==> config.mk <==
export PLATFORM = sky130hd
export DESIGN_NAME = mem_bridge_flat
export DESIGN_NICKNAME = d
export VERILOG_FILES = /design/src/rtl/mem_bridge_pkg.sv /design/src/rtl/mem_bridge_if.sv /design/src/rtl/mem_bridge_hitbuf.sv /design/src/rtl/mem_bridge.sv /design/src/flat_wrapper.sv
export SDC_FILE = /design/constraint.sdc
export NUM_CORES = 1
export LEC_CHECK = 0
export BUFFER_PORTS_ARGS = -buffer_cell sky130_fd_sc_hd__buf_2
export CORE_ASPECT_RATIO = 1.25
export CORE_MARGIN = 5
export CORE_UTILIZATION = 45
export CTS_CLUSTER_SIZE = 24
export DETAILED_ROUTE_END_ITERATION = 8
export PLACE_DENSITY = 0.78
export SLEW_MARGIN = 10
export SYNTH_ARGS = -nofsm -noshare
export SYNTH_HDL_FRONTEND = slang
export SYNTH_HIERARCHICAL = 1
export SYNTH_SLANG_ARGS = --single-unit
export TNS_END_PERCENT = 1
==> constraint.sdc <==
create_clock -name Clock -period 2.7 [get_ports Clock]
set_input_delay 0.405 -clock Clock [delete_from_list [all_inputs] [get_ports Clock]]
set_output_delay 0.405 -clock Clock [all_outputs]
set_load 0.02 [all_outputs]
==> src/rtl/mem_bridge_pkg.sv <==
// mem_bridge_pkg: shared types and constants for the memory bridge.
//   state_e      - bridge FSM states (IDLE / WAIT / RESP)
//   DEF_TIMEOUT  - default maximum number of WAIT cycles before abort
//   DEF_ERR_DATA - default read data returned on bus error / timeout
//   cnt_width()  - width of the timeout counter for a given TIMEOUT
package mem_bridge_pkg;

    typedef enum logic [1:0] {
        IDLE = 2'd0,
        WAIT = 2'd1,
        RESP = 2'd2
    } state_e;

    localparam int          DEF_TIMEOUT  = 255;
    localparam logic [31:0] DEF_ERR_DATA = 32'hDEADBEEF;

    // The counter must be able to hold TIMEOUT itself.
    function automatic int cnt_width(input int timeout);
        return $clog2(timeout + 1);
    endfunction

    localparam int DEF_CNT_W = cnt_width(DEF_TIMEOUT);

endpackage

==> src/rtl/mem_bridge_if.sv <==
// mem_bridge_if: core-side and bus-side signals of the memory bridge.
//   Cpu_Address/Cpu_WriteEnable/Cpu_DataOut - access from the core
//   Cpu_DataIn/Cpu_Stall                    - load data and freeze to the core
//   Bus_Req/Bus_We/Bus_Addr/Bus_WData       - request onto the memory bus
//   Bus_Ack/Bus_Err/Bus_RData               - completion from the memory bus
// Modports:
//   slave  - the bridge's own view
//   master - the surrounding core + memory bus (or a testbench)
interface mem_bridge_if;

    logic [31:0] Cpu_Address;
    logic        Cpu_WriteEnable;
    logic [31:0] Cpu_DataOut;
    logic [31:0] Cpu_DataIn;
    logic        Cpu_Stall;

    logic        Bus_Req;
    logic        Bus_We;
    logic [31:0] Bus_Addr;
    logic [31:0] Bus_WData;
    logic        Bus_Ack;
    logic        Bus_Err;
    logic [31:0] Bus_RData;

    modport slave (
        input  Cpu_Address, Cpu_WriteEnable, Cpu_DataOut,
        output Cpu_DataIn, Cpu_Stall,
        output Bus_Req, Bus_We, Bus_Addr, Bus_WData,
        input  Bus_Ack, Bus_Err, Bus_RData
    );

    modport master (
        output Cpu_Address, Cpu_WriteEnable, Cpu_DataOut,
        input  Cpu_DataIn, Cpu_Stall,
        input  Bus_Req, Bus_We, Bus_Addr, Bus_WData,
        output Bus_Ack, Bus_Err, Bus_RData
    );

endinterface

==> src/rtl/mem_bridge_hitbuf.sv <==
// mem_bridge_hitbuf: single-entry read buffer of the memory bridge.
//   clk, rst_n              - clock, async active-low reset
//   lk_addr, lk_we          - current core access used for the hit compare
//   hit, hit_data           - read hit and buffered data (combinational)
//   fill_en/addr/data       - replace the entry after a successful bus read
//   wt_en/addr/data         - write-through after a successful bus write
module mem_bridge_hitbuf
    import mem_bridge_pkg::*;
(
    input  logic        clk,
    input  logic        rst_n,
    input  logic [31:0] lk_addr,
    input  logic        lk_we,
    output logic        hit,
    output logic [31:0] hit_data,
    input  logic        fill_en,
    input  logic [31:0] fill_addr,
    input  logic [31:0] fill_data,
    input  logic        wt_en,
    input  logic [31:0] wt_addr,
    input  logic [31:0] wt_data
);

    logic        valid_q, valid_d;
    logic [31:0] addr_q,  addr_d;
    logic [31:0] data_q,  data_d;

    // Writes never hit: they always go to the bus so memory stays coherent.
    assign hit      = valid_q && !lk_we && (lk_addr == addr_q);
    assign hit_data = data_q;

    always_comb begin
        valid_d = valid_q;
        addr_d  = addr_q;
        data_d  = data_q;
        if (fill_en) begin
            valid_d = 1'b1;
            addr_d  = fill_addr;
            data_d  = fill_data;
        end else if (wt_en && valid_q && (wt_addr == addr_q)) begin
            data_d  = wt_data;
        end
    end

    always_ff @(posedge clk or negedge rst_n) begin
        if (!rst_n) begin
            valid_q <= 1'b0;
            addr_q  <= '0;
            data_q  <= '0;
        end else begin
            valid_q <= valid_d;
            addr_q  <= addr_d;
            data_q  <= data_d;
        end
    end

endmodule

==> src/rtl/mem_bridge.sv <==
// mem_bridge: bridges the core's shared memory port onto a req/ack bus.
//   Clock, Reset      - clock, async active-low reset
//   bus (slave)       - core access in, load data / stall out, bus req/ack
//   Err_Flag          - sticky error, cleared only by reset
//   Err_Addr          - address of the first failed access
// Parameters:
//   TIMEOUT  - maximum WAIT cycles before an access is aborted (>= 1)
//   ERR_DATA - read data returned on bus error or timeout
module mem_bridge
    import mem_bridge_pkg::*;
#(
    parameter int          TIMEOUT  = DEF_TIMEOUT,
    parameter logic [31:0] ERR_DATA = DEF_ERR_DATA
) (
    input  logic         Clock,
    input  logic         Reset,
    mem_bridge_if.slave  bus,
    output logic         Err_Flag,
    output logic [31:0]  Err_Addr
);

    localparam int           CW       = cnt_width(TIMEOUT);
    localparam logic [CW-1:0] CNT_LAST = CW'(TIMEOUT - 1);

    state_e        state_q,     state_d;
    logic [CW-1:0] cnt_q,       cnt_d;
    logic          bus_req_q,   bus_req_d;
    logic          req_we_q,    req_we_d;
    logic [31:0]   req_addr_q,  req_addr_d;
    logic [31:0]   req_wdata_q, req_wdata_d;
    logic [31:0]   rsp_data_q,  rsp_data_d;
    logic          err_flag_q,  err_flag_d;
    logic [31:0]   err_addr_q,  err_addr_d;

    logic          hb_hit;
    logic [31:0]   hb_data;
    logic          fill_en;
    logic          wt_en;

    mem_bridge_hitbuf u_hitbuf (
        .clk       (Clock),
        .rst_n     (Reset),
        .lk_addr   (bus.Cpu_Address),
        .lk_we     (bus.Cpu_WriteEnable),
        .hit       (hb_hit),
        .hit_data  (hb_data),
        .fill_en   (fill_en),
        .fill_addr (req_addr_q),
        .fill_data (bus.Bus_RData),
        .wt_en     (wt_en),
        .wt_addr   (req_addr_q),
        .wt_data   (req_wdata_q)
    );

    always_comb begin
        state_d     = state_q;
        cnt_d       = cnt_q;
        bus_req_d   = bus_req_q;
        req_we_d    = req_we_q;
        req_addr_d  = req_addr_q;
        req_wdata_d = req_wdata_q;
        rsp_data_d  = rsp_data_q;
        err_flag_d  = err_flag_q;
        err_addr_d  = err_addr_q;
        fill_en     = 1'b0;
        wt_en       = 1'b0;

        case (state_q)
            IDLE: begin
                if (!hb_hit) begin
                    state_d     = WAIT;
                    bus_req_d   = 1'b1;
                    req_we_d    = bus.Cpu_WriteEnable;
                    req_addr_d  = bus.Cpu_Address;
                    req_wdata_d = bus.Cpu_DataOut;
                    cnt_d       = '0;
                end
            end

            WAIT: begin
                if (bus.Bus_Ack && !bus.Bus_Err) begin
                    // Checked before the timeout so a last-cycle ack still wins.
                    state_d   = RESP;
                    bus_req_d = 1'b0;
                    cnt_d     = '0;
                    if (!req_we_q) begin
                        fill_en    = 1'b1;
                        rsp_data_d = bus.Bus_RData;
                    end else begin
                        wt_en      = 1'b1;
                    end
                end else if (bus.Bus_Ack || (cnt_q == CNT_LAST)) begin
                    state_d    = RESP;
                    bus_req_d  = 1'b0;
                    cnt_d      = '0;
                    rsp_data_d = ERR_DATA;
                    if (!err_flag_q) begin
                        err_flag_d = 1'b1;
                        err_addr_d = req_addr_q;
                    end
                end else begin
                    cnt_d = cnt_q + 1'b1;
                end
            end

            RESP: begin
                state_d = IDLE;
                cnt_d   = '0;
            end

            default: begin
                state_d   = IDLE;
                bus_req_d = 1'b0;
                cnt_d     = '0;
            end
        endcase
    end

    always_ff @(posedge Clock or negedge Reset) begin
        if (!Reset) begin
            state_q     <= IDLE;
            cnt_q       <= '0;
            bus_req_q   <= 1'b0;
            req_we_q    <= 1'b0;
            req_addr_q  <= '0;
            req_wdata_q <= '0;
            rsp_data_q  <= '0;
            err_flag_q  <= 1'b0;
            err_addr_q  <= '0;
        end else begin
            state_q     <= state_d;
            cnt_q       <= cnt_d;
            bus_req_q   <= bus_req_d;
            req_we_q    <= req_we_d;
            req_addr_q  <= req_addr_d;
            req_wdata_q <= req_wdata_d;
            rsp_data_q  <= rsp_data_d;
            err_flag_q  <= err_flag_d;
            err_addr_q  <= err_addr_d;
        end
    end

    // Core-facing outputs: hits are served combinationally in IDLE,
    // everything else waits for the registered response in RESP.
    always_comb begin
        bus.Cpu_DataIn = '0;
        bus.Cpu_Stall  = 1'b1;
        case (state_q)
            IDLE: begin
                bus.Cpu_Stall = !hb_hit;
                if (hb_hit) bus.Cpu_DataIn = hb_data;
            end
            RESP: begin
                bus.Cpu_Stall  = 1'b0;
                bus.Cpu_DataIn = rsp_data_q;
            end
            default: begin
                bus.Cpu_Stall  = 1'b1;
                bus.Cpu_DataIn = '0;
            end
        endcase
        // Hold the core frozen for the whole reset.
        if (!Reset) bus.Cpu_Stall = 1'b1;
    end

    assign bus.Bus_Req   = bus_req_q;
    assign bus.Bus_We    = req_we_q;
    assign bus.Bus_Addr  = req_addr_q;
    assign bus.Bus_WData = req_wdata_q;

    assign Err_Flag = err_flag_q;
    assign Err_Addr = err_addr_q;

endmodule

==> src/flat_wrapper.sv <==
// flat-port wrapper written by rule: the top's interface ports become plain ports
module mem_bridge_flat import mem_bridge_pkg::*;
#(
    parameter int          TIMEOUT  = DEF_TIMEOUT,
    parameter logic [31:0] ERR_DATA = DEF_ERR_DATA
)
  (Clock, Reset, Err_Flag, Err_Addr, bus_Cpu_Address, bus_Cpu_WriteEnable, bus_Cpu_DataOut, bus_Cpu_DataIn, bus_Cpu_Stall, bus_Bus_Req, bus_Bus_We, bus_Bus_Addr, bus_Bus_WData, bus_Bus_Ack, bus_Bus_Err, bus_Bus_RData);
  mem_bridge_if bus_i ();
  input  logic Clock;
  input  logic Reset;
  output logic Err_Flag;
  output logic [31:0] Err_Addr;
  input wire logic [$bits(bus_i.Cpu_Address)-1:0] bus_Cpu_Address;
  input wire logic [$bits(bus_i.Cpu_WriteEnable)-1:0] bus_Cpu_WriteEnable;
  input wire logic [$bits(bus_i.Cpu_DataOut)-1:0] bus_Cpu_DataOut;
  output wire logic [$bits(bus_i.Cpu_DataIn)-1:0] bus_Cpu_DataIn;
  output wire logic [$bits(bus_i.Cpu_Stall)-1:0] bus_Cpu_Stall;
  output wire logic [$bits(bus_i.Bus_Req)-1:0] bus_Bus_Req;
  output wire logic [$bits(bus_i.Bus_We)-1:0] bus_Bus_We;
  output wire logic [$bits(bus_i.Bus_Addr)-1:0] bus_Bus_Addr;
  output wire logic [$bits(bus_i.Bus_WData)-1:0] bus_Bus_WData;
  input wire logic [$bits(bus_i.Bus_Ack)-1:0] bus_Bus_Ack;
  input wire logic [$bits(bus_i.Bus_Err)-1:0] bus_Bus_Err;
  input wire logic [$bits(bus_i.Bus_RData)-1:0] bus_Bus_RData;
  assign bus_i.Cpu_Address = bus_Cpu_Address;
  assign bus_i.Cpu_WriteEnable = bus_Cpu_WriteEnable;
  assign bus_i.Cpu_DataOut = bus_Cpu_DataOut;
  assign bus_Cpu_DataIn = bus_i.Cpu_DataIn;
  assign bus_Cpu_Stall = bus_i.Cpu_Stall;
  assign bus_Bus_Req = bus_i.Bus_Req;
  assign bus_Bus_We = bus_i.Bus_We;
  assign bus_Bus_Addr = bus_i.Bus_Addr;
  assign bus_Bus_WData = bus_i.Bus_WData;
  assign bus_i.Bus_Ack = bus_Bus_Ack;
  assign bus_i.Bus_Err = bus_Bus_Err;
  assign bus_i.Bus_RData = bus_Bus_RData;
  mem_bridge #(.TIMEOUT(TIMEOUT), .ERR_DATA(ERR_DATA)) u_core (.Clock(Clock), .Reset(Reset), .bus(bus_i), .Err_Flag(Err_Flag), .Err_Addr(Err_Addr));
endmodule
==> results_dict.tcl <==
set metrics [dict create \
    outcome "finished, violations left" \
    violations "setup timing" \
    hpwl_um 16500 \
    synthesis.area_mm2 0.00926 \
    p_int_mw 9.40 \
    final_util_pct 59.4 \
    dr.pass1.iters 4 \
    peakVddDrop_mv 0.702 \
    grt_max_degree 166 \
    cts.clk_slew.worst_paths_ps 60 \
    yosys.cell_types.count 51 \
    synth_edf_count 0 \
    min_path_type "input pin to asynchronous set/reset pin" \
    pre_cts_slack_ps -319 \
    post_drt_wl_per_cell_um 19.8 \
    numClockSinks 206 \
    r2r_slack_ps 120 \
    required_ps 2300 \
    core_mm2 0.0202 \
    start_util_pct 45.9 \
    port_buffers 232 \
    postSynthCellCount 661 \
    drive_above_1_share_pct 47.7 \
    power_frac_seq_pct 39.0 \
    antenna_found_initial 1 \
    async_flop_share_pct 100 \
    dp.cells 1169 \
    finalNetCount 1030 \
    setup_viol 33 \
    die_x_um 138 \
    yosysSeqAreaShare_pct 55.7 \
    area_growth_pct 29.4 \
    rows 58 \
    antenna_left 0 \
    yosys.area.top_type "dfrtp_1" \
    rsz0062_at_grt "true" \
    crit_path_end_kind "output pin" \
    grt.overflow.total 0 \
    numCtsBuffers 22 \
    arrival_ps 2870 \
    p_comb_share_pct 40.0 \
    drc 0 \
    vias_per_cell 5.44 \
    worst_pin_slew_ps 1070 \
    dpl_cell_area_mm2 0.0110 \
    yosys.area.top_type_share_pct 55.7 \
    slew_violations 0 \
    syn_nets 764 \
    setup_slack_ps -576 \
    postCtsHoldBufs 0 \
    power_density_mw_per_mm2 1240 \
    slew_headroom_pct 28.6 \
    start_kind "register" \
    grt_pass1_wl_um 38200 \
    finalCriticalPeriod_ps 3280 \
    synth.avg_cell_area_um2 14.0 \
    htreeDepth 1 \
    drv_cap 0 \
    cts_tree "built" \
    vias 6597 \
    grt_pass1_vias 7010 \
    finalNonFillerCells 1213 \
    max_freq_mhz 305 \
    dieArea_mm2 0.0236 \
    cts.path.max_buffers 3 \
    grt_usage_pct 19.6 \
    finalInstanceArea_mm2 0.0120 \
    reg2regPathDepth 13 \
    clockPowerShare_pct 21.0 \
    fillers 1615 \
    cp_max_fo 16 \
    crit_type "register to output pin" \
    ys.flop_type "dfrtp_1" \
    fin_crit_sh_pct 121 \
    hold_viol 0 \
    p_leak_nw 5.47 \
    insertion_delay_ps 500 \
    wirelength_um 24000 \
    hold_slack_ps 15.8 \
    netlist_top_cells_area "dfrtp_1, mux2_2, mux2_4" \
    reg2reg_to "u_core/cnt_q[6]" \
    gp_congestion 0.824 \
    switchingPower_mw 5.41 \
    io_pins 233 \
    swShare_pct 36.5 \
    die_h_um 170 \
    r2r-start "u_core/u_hitbuf/addr_q[28]" \
    timing.clock.skew_ps 11.5 \
    ys_warn_count 6 \
    drtIter0Drc 251 \
    ys_seq_elements 206 \
    clockRootBuffer "clkbuf_16" \
]
==> layout by cell type (no fill, tap or decap), drive strengths merged, types with 4 or more instances in the layout <==
cell    count
xnor2      48
clkinv      4
nand2b     35
inv         6
a21o        4
o22a       24
xor2       15
o21ai      10
nand4      13
mux2      128
nand2      12
a22o       40
nand3       6
nor4        6
buf       279
a31oi       4
nor2        4
dfrtp     206
o221a      32
clkbuf     31
==> cells by family (layout without fill, tap and decap cells) <==
logic type | count (synthesis) | count (layout) | synth area share (%)
flip-flops | 206 | 206 | 55.7
other | 0 | 1 | 0
XOR/XNOR | 63 | 63 | 5.96
AND/OR/NAND/NOR | 95 | 95 | 6.51
buffers and inverters | 44 | 325 | 2.93
multiplexers | 128 | 128 | 16.8
adder cells (fa/ha/maj) | 2 | 2 | 0.270
AO/OA/AOI/OAI | 123 | 123 | 11.9
==> registers in the layout, indices dropped and copies added, names as in the netlist <==
| signal | flops |
|---|---|
| u_core/Err_Flag | 1 |
| u_core/bus.Bus_Addr | 32 |
| u_core/Err_Addr | 32 |
| u_core/u_hitbuf/valid_q | 1 |
| u_core/u_hitbuf/addr_q | 32 |
| u_core/bus.Bus_Req | 1 |
| u_core/rsp_data_q | 32 |
| u_core/bus.Bus_We | 1 |
| u_core/u_hitbuf/hit_data | 32 |
| u_core/cnt_q | 8 |
| u_core/state_q | 2 |
| u_core/bus.Bus_WData | 32 |
==> critical path, stage by stage (launching register included) <==
cell and delay [ps]:
dfrtp_1 390, xnor2_1 170, nand4_1 130, nor4_1 280, buf_4 160, nand4_1 150, nor4_4 220, nor3b_4 230
buf_4 160, clkbuf_16 180, a22o_1 150, buf_4 140
==> power groups by stage <==
stage / sequential, mW / combinational (mW) / clock (mW)
6_report: 5.77 / 5.93 / 3.11
5_1_grt: 5.98 / 6.33 / 3.32
4_1_cts: 5.77 / 6.00 / 3.19
3_5_place_dp: 5.80 / 5.81 / 0
3_3_place_gp: 5.78 / 5.68 / 0
2_1_floorplan: 6.39 / 2.95 / 0
==> cell usage after synthesis (all sizes together) (2+ instances only) <==
cell    count
xor2       15
nand3       6
a21oi       3
xnor2      48
a21o        4
o21ai      10
nor3b       2
inv         4
o22a       24
buf        27
nor4        6
mux2      128
dfrtp     206
ha          2
nor3        3
clkbuf     12
o221a      32
and3        2
a31oi       4
nand2      12
a22o       40
nor2        4
nand4      13
nor4b       2
nand2b     35
or3         2
nor2b       2
==> cell type report <==
type / instances / area, µm² / area share (%)
flip-flops and latches: 206 / 5150 / 43.0
inverters: 5 / 18.8 / 0.157
repair buffers: 281 / 1810 / 15.1
well taps: 270 / 338 / 2.82
clock inverters: 10 / 134 / 1.12
clock buffers: 29 / 618 / 5.16
multi-input cells: 411 / 3910 / 32.6
diodes: 1 / 2.50 / 0.0209
==> routing by layer <==
metal	up-vias	GRT usage [%]	part of all wire [%]
li1	2989	-	-
met1	3334	24.3	40
met2	230	35.1	51
met3	44	4.30	6.2
met4	0	5.20	2.5
met5	-	0	0
==> how the worst max path moves through the flow <==
stage | slack (ps) | to | cells after the start | startpoint
global placement | -300 | bus_Cpu_DataIn[0] | 10 | bus_Cpu_Address[25]
finish | -580 | bus_Cpu_DataIn[16] | 11 | u_core/u_hitbuf/addr_q[28]
global route | -740 | bus_Cpu_DataIn[30] | 11 | u_core/u_hitbuf/addr_q[1]
floorplan | 70 | bus_Cpu_DataIn[0] | 9 | bus_Cpu_Address[8]
CTS | -620 | bus_Cpu_DataIn[9] | 10 | u_core/u_hitbuf/addr_q[16]
detailed placement | -320 | bus_Cpu_DataIn[12] | 11 | bus_Cpu_Address[24]
==> per-stage QoR <==
| stage | setup TNS, ps | power [mW] |
|---|---|---|
| floorplan | 0 | 9.35 |
| global placement | -11150 | 11.5 |
| detailed placement | -11600 | 11.6 |
| CTS | -19950 | 15.0 |
| global route | -23250 | 15.6 |
| finish | -18460 | 14.8 |
==> what timing repair did <==
item                                    in CTS  in global routing
gates cloned                                 0                  1
setup buffers                                1                  2
pin swaps                                   22                  1
gates resized for setup                     61                  2
endpoints found under the setup margin      33                 57
hold endpoints to repair                     0                  0
Note: power is estimated with default switching activity, not from simulation.
